File: src/rtl/booth_sched_pkg.sv
// Shared types and constants for the radix-4 Booth multiplier scheduler.
package booth_sched_pkg;

    localparam int OPND_W         = 32;
    localparam int PROD_W         = 64;
    localparam int DEF_RUN_CYCLES = 48;

    typedef enum logic [2:0] {
        S_IDLE = 3'd0,
        S_CLR  = 3'd1,
        S_LOAD = 3'd2,
        S_RUN  = 3'd3,
        S_CAPT = 3'd4,
        S_RESP = 3'd5
    } sched_state_t;

endpackage

File: src/rtl/booth_mult_scheduler_rr_arbiter.sv
// Combinational round-robin arbiter: grants the first requester at or after
// ptr_i, wrapping. The pointer register is owned by the caller.
module rr_arbiter #(
    parameter int N     = 4,
    parameter int IDX_W = $clog2(N)
) (
    input  logic [N-1:0]     req_i,
    input  logic [IDX_W-1:0] ptr_i,
    output logic [N-1:0]     gnt_o,
    output logic [IDX_W-1:0] gnt_idx_o,
    output logic             any_req_o
);

    logic [IDX_W-1:0] idx;
    logic             found;

    // Scan N positions starting at the pointer and keep the first hit.
    always_comb begin
        gnt_o     = '0;
        gnt_idx_o = '0;
        any_req_o = |req_i;
        found     = 1'b0;
        idx       = '0;
        for (int k = 0; k < N; k++) begin
            idx = IDX_W'((int'(ptr_i) + k) % N);
            if (!found && req_i[idx]) begin
                found      = 1'b1;
                gnt_o[idx] = 1'b1;
                gnt_idx_o  = idx;
            end
        end
    end

endmodule

File: src/rtl/booth_mult_scheduler.sv
// Shares one sequential radix-4 Booth multiplier core among N_REQ requesters.
// Each operation: accept (IDLE) -> core reset (CLR) -> core load (LOAD) ->
// RUN_CYCLES of compute (RUN) -> product capture (CAPT) -> response (RESP).
//
// Handshakes: a request transfers in the cycle where i_req_valid[k] and
// o_req_ready[k] are both high; o_req_ready is a combinational one-hot strobe
// raised only in IDLE. A response transfers in the cycle where o_resp_valid
// and i_resp_ready are both high; id and product stay stable until then.
module booth_mult_scheduler
    import booth_sched_pkg::*;
#(
    parameter int N_REQ      = 4,
    parameter int RUN_CYCLES = DEF_RUN_CYCLES,
    parameter int ID_W       = $clog2(N_REQ)
) (
    input  logic                    clk,
    input  logic                    rst,
    input  logic [N_REQ-1:0]        i_req_valid,
    output logic [N_REQ-1:0]        o_req_ready,
    input  logic [N_REQ*OPND_W-1:0] i_req_a,
    input  logic [N_REQ*OPND_W-1:0] i_req_b,
    output logic                    o_resp_valid,
    input  logic                    i_resp_ready,
    output logic [ID_W-1:0]         o_resp_id,
    output logic [PROD_W-1:0]       o_resp_product,
    output logic                    o_busy,
    output logic                    o_core_rst,
    output logic                    o_core_load,
    output logic [OPND_W-1:0]       o_core_a,
    output logic [OPND_W-1:0]       o_core_b,
    input  logic [PROD_W-1:0]       i_core_product,
    output logic [2:0]              o_dbg_state
);

    localparam int CNT_W = $clog2(RUN_CYCLES + 1);

    sched_state_t      state_q, state_d;
    logic [ID_W-1:0]   rr_ptr_q, rr_ptr_d;
    logic [CNT_W-1:0]  run_cnt_q, run_cnt_d;
    logic [OPND_W-1:0] a_q, a_d;
    logic [OPND_W-1:0] b_q, b_d;
    logic [ID_W-1:0]   id_q, id_d;
    logic [PROD_W-1:0] prod_q, prod_d;

    logic [N_REQ-1:0]  gnt;
    logic [ID_W-1:0]   gnt_idx;
    logic              any_req;
    logic [N_REQ-1:0]  req_ready;
    logic              core_rst;
    logic              core_load;
    logic              resp_valid;

    rr_arbiter #(
        .N     (N_REQ),
        .IDX_W (ID_W)
    ) u_arb (
        .req_i     (i_req_valid),
        .ptr_i     (rr_ptr_q),
        .gnt_o     (gnt),
        .gnt_idx_o (gnt_idx),
        .any_req_o (any_req)
    );

    // Next-state, datapath updates and core pin sequencing.
    always_comb begin
        state_d    = state_q;
        rr_ptr_d   = rr_ptr_q;
        run_cnt_d  = run_cnt_q;
        a_d        = a_q;
        b_d        = b_q;
        id_d       = id_q;
        prod_d     = prod_q;
        req_ready  = '0;
        core_rst   = 1'b0;
        core_load  = 1'b0;
        resp_valid = 1'b0;
        case (state_q)
            S_IDLE: begin
                if (any_req) begin
                    req_ready = gnt;
                    a_d       = i_req_a[int'(gnt_idx)*OPND_W +: OPND_W];
                    b_d       = i_req_b[int'(gnt_idx)*OPND_W +: OPND_W];
                    id_d      = gnt_idx;
                    rr_ptr_d  = (int'(gnt_idx) == N_REQ - 1) ? '0 : gnt_idx + ID_W'(1);
                    state_d   = S_CLR;
                end
            end
            S_CLR: begin
                // The core keeps its accumulator and step counters until reset.
                core_rst = 1'b1;
                state_d  = S_LOAD;
            end
            S_LOAD: begin
                core_load = 1'b1;
                run_cnt_d = '0;
                state_d   = S_RUN;
            end
            S_RUN: begin
                run_cnt_d = run_cnt_q + CNT_W'(1);
                if (run_cnt_q == CNT_W'(RUN_CYCLES - 1)) begin
                    state_d = S_CAPT;
                end
            end
            S_CAPT: begin
                prod_d  = i_core_product;
                state_d = S_RESP;
            end
            S_RESP: begin
                resp_valid = 1'b1;
                if (i_resp_ready) begin
                    state_d = S_IDLE;
                end
            end
            default: state_d = S_IDLE;
        endcase
    end

    // State and datapath registers; reset drops any in-flight operation.
    always_ff @(posedge clk) begin
        if (rst) begin
            state_q   <= S_IDLE;
            rr_ptr_q  <= '0;
            run_cnt_q <= '0;
            a_q       <= '0;
            b_q       <= '0;
            id_q      <= '0;
            prod_q    <= '0;
        end else begin
            state_q   <= state_d;
            rr_ptr_q  <= rr_ptr_d;
            run_cnt_q <= run_cnt_d;
            a_q       <= a_d;
            b_q       <= b_d;
            id_q      <= id_d;
            prod_q    <= prod_d;
        end
    end

    // Operands come straight from the latched registers so the core sees
    // stable pins for the whole run, whatever the requester does meanwhile.
    assign o_req_ready    = rst ? '0 : req_ready;
    assign o_core_rst     = core_rst | rst;
    assign o_core_load    = core_load;
    assign o_core_a       = a_q;
    assign o_core_b       = b_q;
    assign o_resp_valid   = resp_valid;
    assign o_resp_id      = id_q;
    assign o_resp_product = prod_q;
    assign o_busy         = (state_q != S_IDLE);
    assign o_dbg_state    = state_q;

endmodule

File: config.mk
export PLATFORM = sky130hd
export DESIGN_NAME = booth_mult_scheduler
export DESIGN_NICKNAME = d
export VERILOG_FILES = /design/src/rtl/booth_sched_pkg.sv /design/src/rtl/booth_mult_scheduler_rr_arbiter.sv /design/src/rtl/booth_mult_scheduler.sv
export SDC_FILE = /design/constraint.sdc
export NUM_CORES = 1
export LEC_CHECK = 0
export ABC_AREA = 1
export BUFFER_PORTS_ARGS = -buffer_cell sky130_fd_sc_hd__buf_2
export CAP_MARGIN = 15
export CELL_PAD_IN_SITES_DETAIL_PLACEMENT = 1
export CELL_PAD_IN_SITES_GLOBAL_PLACEMENT = 2
export CORE_ASPECT_RATIO = 0.9
export CORE_MARGIN = 4
export CORE_UTILIZATION = 21
export CTS_CLUSTER_DIAMETER = 30
export DETAILED_ROUTE_END_ITERATION = 10
export GPL_ROUTABILITY_DRIVEN = 0
export HOLD_SLACK_MARGIN = 0.08
export PLACE_DENSITY = 0.87
export SKIP_CTS_REPAIR_TIMING = 1
export SLEW_MARGIN = 40
export SYNTH_ARGS = -nofsm -noshare
export SYNTH_HDL_FRONTEND = slang
export SYNTH_SLANG_ARGS = --single-unit
File: constraint.sdc
create_clock -name clk -period 4.23 [get_ports clk]
set_clock_uncertainty 0.2 [all_clocks]
set_input_delay 1.269 -clock clk [delete_from_list [all_inputs] [get_ports clk]]
set_output_delay 1.269 -clock clk [all_outputs]
set_load 0.005 [all_outputs]
==> results of run 1 <==
## worst reg2reg max path, cell delays in order, from the launching register on
cell and delay (ps):
dfxtp_2 420, inv_2 130, ha_2 420, inv_1 90, nand2_1 90, nand2_2 90
nor2_8 140, nand3_2 140, nand3_2 150, nand2_4 90, inv_2 400, ha_1 330
o21ai_0 170, a21oi_1 70
## power breakdown
part / internal, mW / leakage [nW] / switching, mW
Combinational: 2.20 / 5.99 / 4.38
Clock: 0.775 / 0.270 / 0.709
Sequential: 1.72 / 1.16 / 0.207
## synth_stat cells (2+ instances only)
library cell,n,area [sq um]
o21ai_0,70,350.3
inv_2,5,18.77
buf_6,6,67.56
nand2_2,5,31.28
a221oi_1,2,17.52
o2111ai_1,4,35.03
ha_1,10,125.1
dfxtp_1,141,2823
nand3_2,2,20.02
buf_2,21,105.1
nand3_1,264,1321
nand2_1,378,1419
inv_1,261,979.7
buf_4,17,127.6
a21oi_1,4,20.02
clkbuf_1,45,168.9
nand4_1,2,12.51
buf_1,4,15.01
nor2_1,238,893.4
nand2_4,2,22.52
## final cells by class
type                            count  area share, %
Antenna cell                        1        0.02064
Clock buffer                       18          3.540
Clock inverter                     14          1.011
Inverter                          267          8.308
Multi-Input combinational cell    998          36.84
Sequential cell                   141          23.29
Tap cell                          540          5.573
Timing Repair Buffer              491          21.41
## kinds of logic (layout without fill, tap and decap cells)
family                   count (synthesis)  count (layout)  synth area share [%]
AO/OA/AOI/OAI                           87              87                 5.518
XOR/XNOR                                 1               1                0.1001
adder cells (fa/ha/maj)                 10              10                 1.429
buffers and inverters                  360             790                 17.04
flip-flops                             141             141                 32.25
other                                    0               1                     0
AND/OR/NAND/NOR                        900             900                 43.67
## flip-flops by register name, summed over array words and instances, names as in the netlist
name and flops:
o_resp_product 64, run_cnt_q 6, o_core_a 32, o_resp_id 2, o_dbg_state 3, rr_ptr_q 2, o_core_b 32
## worst min path at each step
stage / startpoint / to / cells past startpoint
finish: run_cnt_q[1] / run_cnt_q[1] / 2
detailed placement: run_cnt_q[1] / run_cnt_q[1] / 2
global route: run_cnt_q[1] / run_cnt_q[1] / 2
floorplan: run_cnt_q[1] / run_cnt_q[1] / 2
global placement: run_cnt_q[1] / run_cnt_q[1] / 2
CTS: run_cnt_q[1] / run_cnt_q[1] / 2
## routing by layer
layer | routed length [microns] | share of wire, % | global-route usage [%]
met4 | 882 | 2.2 | 5.019
met5 | 56 | 0.14 | 0
met3 | 3036 | 7.5 | 5.573
met2 | 19320 | 48 | 29.87
met1 | 17240 | 43 | 20.84
==> flow_summary_export.csv, run 1 <==
group,metric,value,unit
status,status,"finished, final reports clean",
global_route,grt_pass1_wl,62530,microns
floorplanning,die_h,201.7,microns
hold_path,min_path_type,"flip-flop to flip-flop",
finish,seq_area,0.002824,sq mm
timing,setup_viol,0,
synthesis,syn-num-nets,1836,
finish,fill_cells,5448,
finish,final_core_util,29.64,%
worst_setup_path,path_delay_family,"simple AND/OR/NAND/NOR gates",
finish,final_cell_mix,"buf_2, nand2_1, nand3_1, inv_1, nor2_1",
global_route,grt_use_total,17.39,%
detailed_routing,drc,0,
place,dpl_cell_area,0.01156,sq mm
detailed_routing,ant_nets,0,
timing,fin_ws,165.7,ps
detailed_routing,first_pass_iters,5,
synthesis,synth-seq-cells,141,
timing,tns,0,ps
worst_setup_path,critPathLaunch,"i_req_valid[3]",
detailed_routing,drt_wl_total,40540,microns
global_route,grt_pass1_vias,11350,
clocking,cts_tree,"yes",
worst_setup_path,endpoint,"o_req_ready[3]",
timing,clock.fmax,0.2460,GHz
timing,hold_ws,297.8,ps
synthesis,synth-async-reset-ratio,0,%
synthesis,syn_inst,1499,
synthesis,synth_warnings,0,
synthesis,synth_cell_types,38,
synthesis,synth_edf_count,0,
finish,multi_input_area,0.004467,sq mm
worst_setup_path,start_kind,"input port",
finish,drive_gt1_share,28.51,%
timing,rsz0062_at_grt,"false",
floorplanning,fp.dieW,223.2,microns
worst_setup_path,cp.depth,13,
detailed_routing,post_drt_wl_per_cell,16.41,microns
place,io_buffers,467,
floorplanning,core_area,0.04090,sq mm
floorplanning,io_pins,468,
detailed_routing,first_iter_violations,430,
worst_setup_path,cp_data_required_time,2760,ps
worst_setup_path,rr_endpoint,"rr_ptr_q[1]",
worst_setup_path,r2r_slack,1190,ps
clocking,root_buffer,"clkbuf_16",
finish,layout_commonest_cell,"buf_2",
clocking,clockBufferDepth,2,
worst_setup_path,critical_path_class,"input port to output pin",
clocking,h-tree-depth,4,
timing,slew_viol_final,0,
synthesis,yosysSeqAreaShare,32.25,%
worst_setup_path,cp_num_buf_inv,5,
detailed_routing,viasPerCell,4.373,
floorplanning,initial_core_util,21.40,%
synthesis,avgSynthCellArea,5.839,sq um
timing,worst_slew_pin_slew,742.5,ps
clocking,clock-sinks,141,
worst_setup_path,r2r-start,"rr_ptr_q[1]",
synthesis,synthFlopType,"dfxtp_1",
flow_run,maxCapViolCount,0,
worst_setup_path,cp_max_fo,7,
clocking,worstSkewPairLatency,440,ps
place,dp_hpwl,30880,microns
timing,hold_viol_final,0,
global_route,grt_max_degree,99,
power_and_ir_drop,power,9.982,mW
worst_setup_path,crit_path_top_delay_cell,"nor2_8",
finish,area_delta_synth_final,38.51,%
worst_setup_path,path_cells,"buf_2 > inv_1 > nand2_1 > nand3_1 > nand2_4 > nor2_8 > nand3_2 > inv_1 > nand2_1 > o2111ai_1 > nand2_1 > inv_1 > buf_2",
detailed_routing,vias,10800,
finish,final_nets,2253,
synthesis,syn_area,0.008753,sq mm
finish,final_cell_area,0.01212,sq mm
timing,max_slew_margin,50.50,%
clocking,path_clk_slew,70,ps
power_and_ir_drop,p_per_area,823.3,mW/mm^2
worst_setup_path,critPathMaxStageDelay,170,ps
place,pre_cts_ws,170.6,ps
finish,fin_cells,2470,
floorplanning,rows,70,
power_and_ir_drop,ir_worst_vdd,0.0006543,V
timing,min_period,4064,ps
worst_setup_path,worst_ep_arrival_time,2600,ps
worst_setup_path,reg2regPathDepth,13,
place,dp_cells,2437,
timing,fin_crit_sh,96.08,%
floorplanning,die-area,0.04502,sq mm
power_and_ir_drop,p_leak,7.417,nW
clocking,cts_buffers,17,
worst_setup_path,cp-end-kind,"output pin",
global_route,antenna_found_initial,6,
global_route,grt_overflow,0,
No activity file was read; power rests on OpenSTA's default activity.
==> run 2, diff against run 1 <==
- ABC_CLOCK_PERIOD_IN_PS: unset -> 4230
- CORE_UTILIZATION: 21 -> 22
- CTS_BUF_LIST: unset -> sky130_fd_sc_hd__clkbuf_4
- PLACE_DENSITY: 0.87 -> 0.9
==> flow_summary_export.csv, run 2 (synthesis gave the netlist of run 1 again) <==
group,metric,value,unit
floorplanning,fp.dieW,218.3,microns
global_route,grt_use_met3,5.106,%
clocking,path_clk_slew,130,ps
floorplanning,rows,69,
worst_setup_path,cp_max_fo,7,
floorplanning,io_pins,468,
global_route,met2_usage,30.08,%
worst_setup_path,critical_path_class,"input port to output pin",
finish,drive_gt1_share,28.42,%
finish,area_delta_synth_final,36.26,%
floorplanning,core_area,0.03937,sq mm
clocking,cts_tree,"yes",
global_route,grt_pass1_wl,60460,microns
detailed_routing,first_pass_iters,4,
worst_setup_path,start_kind,"input port",
clocking,root_buffer,"clkbuf_4",
floorplanning,initial_core_util,22.23,%
global_route,grt_use_met1,21.49,%
global_route,grt_max_degree,112,
clocking,clockBufferDepth,2,
clocking,cts_buffers,17,
place,pre_cts_ws,159.7,ps
detailed_routing,ant_nets,0,
timing,rsz0062_at_grt,"false",
timing,hold_ws,303.4,ps
place,dpl_cell_area,0.01150,sq mm
detailed_routing,first_iter_violations,553,
global_route,grt_overflow,0,
clocking,h-tree-depth,4,
timing,setup_viol,0,
finish,final_cell_mix,"buf_2, nand2_1, nand3_1, inv_1, nor2_1",
timing,worst_slew_pin_slew,742.0,ps
flow_run,maxCapViolCount,0,
status,status,"finished, final reports clean",
worst_setup_path,reg2regPathDepth,14,
global_route,antenna_found_initial,7,
worst_setup_path,worst_ep_arrival_time,2600,ps
detailed_routing,post_drt_wl_per_cell,16.02,microns
finish,final_nets,2249,
detailed_routing,viasPerCell,4.390,
timing,clock.fmax,0.2457,GHz
timing,fin_crit_sh,96.23,%
detailed_routing,drc,0,
global_route,grt_use_total,17.52,%
hold_path,min_path_type,"flip-flop to flip-flop",
global_route,grt_pass1_vias,11200,
power_and_ir_drop,ir_worst_vdd,0.0007256,V
power_and_ir_drop,p_leak,7.320,nW
place,io_buffers,467,
finish,final_cell_area,0.01193,sq mm
global_route,grt.busiest_layer,"met2",
worst_setup_path,cp-end-kind,"output pin",
detailed_routing,drt_wl_total,39500,microns
place,dp_hpwl,29800,microns
clocking,worstSkewPairLatency,590,ps
finish,layout_commonest_cell,"buf_2",
power_and_ir_drop,p_per_area,798.1,mW/mm^2
timing,slew_viol_final,0,
detailed_routing,vias,10820,
floorplanning,die_h,197.2,microns
hold_path,hold_depth,2,
worst_setup_path,cp_data_required_time,2760,ps
timing,max_slew_margin,50.37,%
timing,tns,0,ps
timing,min_period,4070,ps
timing,fin_ws,159.6,ps
timing,hold_viol_final,0,
finish,largest_register_ffs,64,
floorplanning,die-area,0.04305,sq mm
clocking,clock-sinks,141,
## run 2: final timing paths
check,from,endpoint,slack (ps)
max,i_req_valid[3],o_req_ready[0],160
min,run_cnt_q[1],run_cnt_q[1],300
min reg2reg,run_cnt_q[1],run_cnt_q[1],300
max reg2reg,rr_ptr_q[1],rr_ptr_q[1],1140
## run 2: metrics by stage
step           power (mW)  instances  util (%)
2_1_floorplan       6.457       1499         -
3_3_place_gp        8.393       2420     29.20
3_5_place_dp        8.537       2420     29.21
4_1_cts             9.681       2452     30.09
5_1_grt             10.55       2462     30.28
6_report            9.519       2465     30.30
## run 2: where the power goes
| group | switching (mW) | internal (mW) | leakage [nW] |
|---|---|---|---|
| registers | 0.216 | 1.72 | 1.16 |
| logic | 4.32 | 2.17 | 5.98 |
| clock network | 0.597 | 0.501 | 0.187 |
## run 2: layout make-up
cell class              count  area (sq um)
diodes                      8         20.02
repair buffers            487          2579
fillers                  5381         27440
clock inverters            13         203.9
inverters                 267          1013
flip-flops and latches    141          2826
well taps                 532         665.6
multi-input cells         998          4477
clock buffers              19         142.6
## run 2: worst max-delay path: stages
cell,delay [ps]
buf_2,120
inv_1,70
nand2_1,50
nand3_1,150
nand2_4,120
nor2_8,170
nand3_1,90
inv_1,120
nand2_1,80
o2111ai_1,80
nand2_1,90
inv_1,80
buf_2,110
## run 2: routing by layer
layer,routed length [microns],part of all wire [%]
met3,2896,7.3
met2,18880,48
met4,761,1.9
met1,16950,43
met5,7,0.018
